## src/rtl/pipe_pkg.sv

```systemverilog
// Shared constants for the pipeline sequencer: FSM state codes, branch
// function-decode bit positions and the hard-wired zero register.
package pipe_pkg;

  typedef logic [1:0] state_t;

  localparam state_t ST_RUN    = 2'd0;
  localparam state_t ST_BRANCH = 2'd1;
  localparam state_t ST_MULTI  = 2'd2;

  localparam int unsigned FUNC_BEQ  = 4;
  localparam int unsigned FUNC_BNE  = 3;
  localparam int unsigned FUNC_BGTZ = 2;

  localparam logic [4:0] REG_ZERO = 5'd0;

endpackage

```

## src/rtl/sched_scoreboard.sv

```systemverilog
// Register scoreboard: 2-bit pending-write count per architectural register,
// raising rs/rt hazards and flagging count overflow/underflow.
module sched_scoreboard
  import pipe_pkg::*;
(
  input  logic       clk,
  input  logic       rst_n,
  input  logic       inc_en,
  input  logic [4:0] inc_rw,
  input  logic       dec_en,
  input  logic [4:0] dec_rw,
  input  logic [4:0] rs,
  input  logic       uses_rs,
  input  logic [4:0] rt,
  input  logic       uses_rt,
  output logic       rs_hazard,
  output logic       rt_hazard,
  output logic       err
);

  logic [1:0] cnt_q [32];
  logic [1:0] cnt_d [32];
  logic       inc_v;
  logic       dec_v;

  assign inc_v = inc_en && (inc_rw != REG_ZERO);
  assign dec_v = dec_en && (dec_rw != REG_ZERO);

  // Hazards look only at registered counts; a retire clears them a cycle later.
  assign rs_hazard = uses_rs && (rs != REG_ZERO) && (cnt_q[rs] != 2'd0);
  assign rt_hazard = uses_rt && (rt != REG_ZERO) && (cnt_q[rt] != 2'd0);

  always_comb begin
    cnt_d = cnt_q;
    err   = 1'b0;
    if (!(inc_v && dec_v && (inc_rw == dec_rw))) begin
      if (inc_v) begin
        if (cnt_q[inc_rw] == 2'd3) err = 1'b1;
        else                       cnt_d[inc_rw] = cnt_q[inc_rw] + 2'd1;
      end
      if (dec_v) begin
        if (cnt_q[dec_rw] == 2'd0) err = 1'b1;
        else                       cnt_d[dec_rw] = cnt_q[dec_rw] - 2'd1;
      end
    end
  end

  always_ff @(posedge clk or negedge rst_n) begin
    if (!rst_n) begin
      for (int i = 0; i < 32; i++) cnt_q[i] <= 2'd0;
    end else begin
      cnt_q <= cnt_d;
    end
  end

endmodule

```

## src/rtl/pipe_sched.sv

```systemverilog
// Central 5-stage pipeline sequencer: scoreboard data hazards, branch-shadow
// FSM with timeout, multicycle-EX hold, stall counter and sticky error.
module pipe_sched
  import pipe_pkg::*;
#(
  parameter int unsigned BR_TIMEOUT = 8,
  parameter int unsigned CNT_W      = 16
) (
  input  logic             clk,
  input  logic             rst_n,
  input  logic             id_valid,
  input  logic [14:0]      id_func,
  input  logic             id_multicycle,
  input  logic [4:0]       id_rs,
  input  logic [4:0]       id_rt,
  input  logic             id_uses_rs,
  input  logic             id_uses_rt,
  input  logic             id_regwr,
  input  logic [4:0]       id_rw,
  input  logic             wb_regwr,
  input  logic [4:0]       wb_rw,
  input  logic             br_resolved,
  input  logic             br_taken,
  input  logic             mc_done,
  output logic             if_en,
  output logic             id_en,
  output logic             ex_bubble,
  output logic             ex_hold,
  output logic             if_flush,
  output logic             pc_redirect,
  output logic [CNT_W-1:0] stall_cycles,
  output logic             err
);

  localparam int unsigned TW = $clog2(BR_TIMEOUT) + 1;

  state_t           state_q, state_d;
  logic [TW-1:0]    timer_q, timer_d;
  logic [CNT_W-1:0] stall_q;
  logic             err_q;
  logic             err_set;
  logic             rs_hazard, rt_hazard, hazard;
  logic             sb_err;
  logic             issue;
  logic             is_branch;
  logic             unused_func;

  assign unused_func = ^{id_func[14:5], id_func[1:0]};
  assign is_branch   = id_func[FUNC_BEQ] | id_func[FUNC_BNE] | id_func[FUNC_BGTZ];
  assign hazard      = rs_hazard | rt_hazard;
  assign issue       = id_valid && !hazard && (state_q == ST_RUN);

  sched_scoreboard u_scoreboard (
    .clk       (clk),
    .rst_n     (rst_n),
    .inc_en    (issue && id_regwr),
    .inc_rw    (id_rw),
    .dec_en    (wb_regwr),
    .dec_rw    (wb_rw),
    .rs        (id_rs),
    .uses_rs   (id_uses_rs),
    .rt        (id_rt),
    .uses_rt   (id_uses_rt),
    .rs_hazard (rs_hazard),
    .rt_hazard (rt_hazard),
    .err       (sb_err)
  );

  always_comb begin
    if_en       = 1'b1;
    id_en       = 1'b1;
    ex_bubble   = 1'b0;
    ex_hold     = 1'b0;
    if_flush    = 1'b0;
    pc_redirect = 1'b0;
    state_d     = state_q;
    timer_d     = timer_q;
    err_set     = sb_err;
    case (state_q)
      ST_RUN: begin
        if (id_valid && hazard) begin
          if_en     = 1'b0;
          id_en     = 1'b0;
          ex_bubble = 1'b1;
        end else if (issue && is_branch) begin
          if_en   = 1'b0;
          state_d = ST_BRANCH;
          timer_d = '0;
        end else if (issue && id_multicycle) begin
          state_d = ST_MULTI;
        end
        if (mc_done) err_set = 1'b1;
      end
      ST_BRANCH: begin
        if_en     = 1'b0;
        id_en     = 1'b0;
        ex_bubble = 1'b1;
        if (br_resolved) begin
          if_en   = 1'b1;
          state_d = ST_RUN;
          if (br_taken) begin
            pc_redirect = 1'b1;
            if_flush    = 1'b1;
          end
        end else if (timer_q == TW'(BR_TIMEOUT - 1)) begin
          // Last allowed shadow cycle: give up without redirecting.
          err_set = 1'b1;
          state_d = ST_RUN;
        end else begin
          timer_d = timer_q + TW'(1);
        end
        if (mc_done) err_set = 1'b1;
      end
      ST_MULTI: begin
        if_en   = 1'b0;
        id_en   = 1'b0;
        ex_hold = 1'b1;
        if (mc_done) begin
          ex_hold = 1'b0;
          state_d = ST_RUN;
        end
      end
      default: state_d = ST_RUN;
    endcase
    // Reset overrides live inputs so the pipeline sees a clean free-run.
    if (!rst_n) begin
      if_en       = 1'b1;
      id_en       = 1'b1;
      ex_bubble   = 1'b0;
      ex_hold     = 1'b0;
      if_flush    = 1'b0;
      pc_redirect = 1'b0;
    end
  end

  always_ff @(posedge clk or negedge rst_n) begin
    if (!rst_n) begin
      state_q <= ST_RUN;
      timer_q <= '0;
      stall_q <= '0;
      err_q   <= 1'b0;
    end else begin
      state_q <= state_d;
      timer_q <= timer_d;
      if (!if_en && (stall_q != '1)) stall_q <= stall_q + CNT_W'(1);
      if (err_set) err_q <= 1'b1;
    end
  end

  assign stall_cycles = stall_q;
  assign err          = err_q;

endmodule

```

## config.mk

```make
export PLATFORM = sky130hd
export DESIGN_NAME = pipe_sched
export DESIGN_NICKNAME = d
export VERILOG_FILES = /design/src/rtl/pipe_pkg.sv /design/src/rtl/sched_scoreboard.sv /design/src/rtl/pipe_sched.sv
export SDC_FILE = /design/constraint.sdc
export NUM_CORES = 1
export LEC_CHECK = 0
export ABC_CLOCK_PERIOD_IN_PS = 5500
export BUFFER_PORTS_ARGS = -buffer_cell sky130_fd_sc_hd__buf_2
export CORE_MARGIN = 3
export CORE_UTILIZATION = 54
export DETAILED_ROUTE_END_ITERATION = 6
export MAX_ROUTING_LAYER = met4
export PLACE_DENSITY = 0.74
export SETUP_SLACK_MARGIN = 0.02
export SLEW_MARGIN = 40
export SYNTH_ARGS = -nofsm -noshare
export SYNTH_HDL_FRONTEND = slang
export SYNTH_HIERARCHICAL = 1
export SYNTH_SLANG_ARGS = --single-unit
```

## constraint.sdc

```tcl
create_clock -name clk -period 5.5 [get_ports clk]
set_input_delay 0.275 -clock clk [delete_from_list [all_inputs] [get_ports clk]]
set_output_delay 0.275 -clock clk [all_outputs]
set_load 0.1 [all_outputs]
```

==> summary.md <==
| Metric | Value |
|---|---|
| Status | `finished, violations left` |
| Failing checks | `DRC` |
| Die ar. | `14,300 um^2` |
| Syn Nets | `871` |
| Sequential element share of the synthesized area | `0.312` |
| Final hold slack | `0.266 ns` |
| Slew margin rel. | `0.442` |
| Worst path bufs/invs | `0` |
| DRC Markers | `7` |
| Vias in the first global route | `6,726` |
| DP HPWL | `17.1 mm` |
| Die Span Y | `120 um` |
| Final core occ | `0.622` |
| First-pass GRT wire length | `37.9 mm` |
| Max-slew violations | `0` |
| Net count, final | `889` |
| Fill cell count | `1,095` |
| Tmin final | `4.34 ns` |
| EDFF count, synth | `0` |
| Pre-antenna DRT Iters | `7` |
| FMAX | `0.230 GHz` |
| Worst-path clk slew | `0.07 ns` |
| Hold Crit Class | `in -> reg` |
| Largest cells by area after synthesis | `dfrtp_1 31%, mux4_2 8.1%, nand2_1 5.7%, mux2i_1 4.3%, nor2_1 3.8%` |
| Antenna violations before repair | `0` |
| CTS tree | `yes` |
| Clock Latency Late Sink | `0.36 ns` |
| Avg Inst Size Synth | `8.55 um^2` |
| CP dominant cell by count | `nand2_1` |
| P per Cell Area | `448 nW/um^2` |
| Placer Congestion | `1.01` |
| Largest net degree at the start of global routing | `80` |
| CTS H-tree depth | `3` |
| Cells after Synth | `817` |
| Antenna-violating nets left | `0` |
| # Max-Cap Violations | `0` |
| Synthesized area | `6990 um^2` |
| Num CTS Buffers | `9` |
| CP required | `5.69 ns` |
| CP Max Fanout | `9` |
| Antenna cells | `0` |
| Tot GR Track Use | `0.356` |
| Multi-input logic area | `4460 um^2` |
| DR vias | `7,118` |
| Core area | `12,300 um^2` |
| Via/cell ratio | `7.06` |
| Row count | `40` |
| IO Pins | `69` |
| Async SR Flop Fraction | `1.00` |
| CP max stage cell | `nor3_2` |
| Global Route met2 Usage | `0.540` |
| Final WL | `24.9 mm` |
| Area share of the largest cell type after synthesis | `0.312` |
| Slew of the pin with the lowest slew margin | `0.837 ns` |
| CTS Hold Buffers Added | `1` |
| Port buffer count | `56` |
| Worst path cell trace | `nor3_1, a21oi_1, mux4_2, mux2i_1, nand2_1, nand2_1, nor2_1, and4bb_4, and2_1, nor2b_1, nand3_1, nor3_2, a221oi_1` |
| Crit-path max cell delay | `0.85 ns` |
| TritonCTS Sinks | `87` |
| Share of post-route cells with drive strength above 1 | `0.162` |
| Most common cell in the netlist | `nand2_1` |
| Resize count post-CTS | `0` |
| Maximum root-to-sink buffer count | `2` |
| Skew final | `0.0116 ns` |
| Largest area contributor in the netlist | `dfrtp_1` |
| WL/cell | `24.7 um` |
| Fin crit share | `0.790` |
| Grt ovf | `0` |
| Hold_sp | `mc_done` |
| Setup-failing EPs final | `0` |
| Initial Util | `0.567` |
| Synth warnings | `6` |
| Data arrival, critical path | `4.54 ns` |
| Setup TNS | `0 ns` |
| Register area | `2180 um^2` |
| Synth unique cells | `75` |
| Critical Path Sink Type | `flop` |
| Worst setup SP type | `flop` |
| Critical path class | `reg -> reg` |
| DIE WIDTH | `120 um` |
| VDD IR-drop max | `219 uV` |
| Top delay family on crit path | `simple AND/OR/NAND/NOR gates` |
| Post-Place Setup Slack | `1.40 ns` |
| Leakage | `3.12 nW` |
| Area grow syn2layout | `9.56%` |
| Crit path from | `u_scoreboard/cnt_q[2]` |
| RSZ-0062 raised after global routing | `no` |
| Post-CTS setup buffers | `0` |
| Worst setup margin | `1.16 ns` |
| Clock Root Buffer | `clkbuf_16` |
| 1st-iter DRT viols | `916` |
| Yosys reg bits | `87` |
| Final Hold Viols | `0` |
| Synth cell count leaders | `107 x nand2_1, 87 x dfrtp_1, 70 x nor2_1` |
| Met3 Usage GRT | `0.0773` |
| Worst flop-to-flop path startpoint | `u_scoreboard/cnt_q[2]` |
| Main synth FF type | `dfrtp_1` |
| GR peak layer | `met2` |
| Met1 Use GR | `0.441` |
==> layout make-up <==
cell class	instances	area share
multi-input cells	651	0.583
inverters	16	0.00785
repair buffers	70	0.0533
flip-flops and latches	87	0.284
clock inverters	6	0.0127
clock buffers	10	0.0312
well taps	168	0.0275
==> sequential cells by signal, summed over array words and instances, names as in the netlist <==
signal              count
state_q                 2
timer_q                 4
stall_cycles           16
err                     1
u_scoreboard/cnt_q     64
==> per-layer routing <==
| metal | vias up | routed length (um) |
|---|---|---|
| li1 | 3110 | - |
| met1 | 3392 | 9390 |
| met2 | 509 | 10900 |
| met3 | 107 | 2980 |
| met4 | 0 | 1640 |
| met5 | - | 0 |
==> power by group <==
| group | total (W) | switching, W | internal [W] |
|---|---|---|---|
| clock network | 0.000710 | 0.000291 | 0.000419 |
| logic | 0.00155 | 0.000966 | 0.000582 |
| registers | 0.00117 | 0.000306 | 0.000864 |
| total | 0.00343 | 0.00156 | 0.00187 |
==> kinds of logic after synthesis <==
family          Yosys count  share of synthesized area
mux                      58                      0.128
buf+inv                  79                     0.0500
simple gates            327                      0.236
xor+xnor                 20                     0.0251
flops                    87                      0.312
fa+ha+maj                 8                     0.0143
compound gates          238                      0.235
==> cell usage in the layout (no fill, tap or decap), types with 5 or more instances in the layout <==
cell type / Yosys / final
nand2b_1: 6 / 6
and2_1: 9 / 9
o2bb2ai_1: 6 / 6
xor2_1: 14 / 14
inv_1: 16 / 16
nor3_1: 32 / 32
nand4_1: 6 / 6
nand3b_1: 5 / 5
nand2_1: 107 / 107
o22ai_1: 18 / 18
a22o_1: 24 / 24
mux4_2: 25 / 25
a211oi_1: 13 / 13
a31oi_1: 8 / 8
nor2b_1: 10 / 10
nand3_1: 26 / 26
buf_2: 12 / 53
and3_1: 8 / 8
or2_2: 7 / 7
dfrtp_1: 87 / 87
nor2_1: 70 / 70
buf_4: 6 / 15
a22oi_1: 12 / 12
o21ai_0: 51 / 51
a21oi_1: 50 / 50
mux2i_1: 30 / 30
clkbuf_16: 0 / 9
a221oi_1: 24 / 24
xnor2_1: 6 / 6
ha_1: 8 / 7
==> stage by stage <==
step                cells  cell area (um^2)  power (W)
floorplan             817              6990    0.00224
global placement      990              7280    0.00262
detailed placement    990              7290    0.00267
CTS                  1007              7630    0.00339
global route         1008              7650    0.00358
finish               1008              7650    0.00343
==> tightest hold or removal path: stages <==
cell and delay, ns:
buf_2 0.10, nor2_1 0.05, o21ai_0 0.15
==> path summary, 6_finish.rpt <==
kind                                               end  slack (ns)  cells after the start
worst max-delay path            u_scoreboard/cnt_q[56]        1.16                     13
worst min-delay path                               err        0.27                      3
worst max register to register  u_scoreboard/cnt_q[56]        1.16                     13
worst min register to register  u_scoreboard/cnt_q[63]        0.45                      0
max in group asynchronous        u_scoreboard/cnt_q[8]        4.17                      4
min in group asynchronous                   timer_q[2]        0.42                      2
No activity file was read; power rests on OpenSTA's default activity.
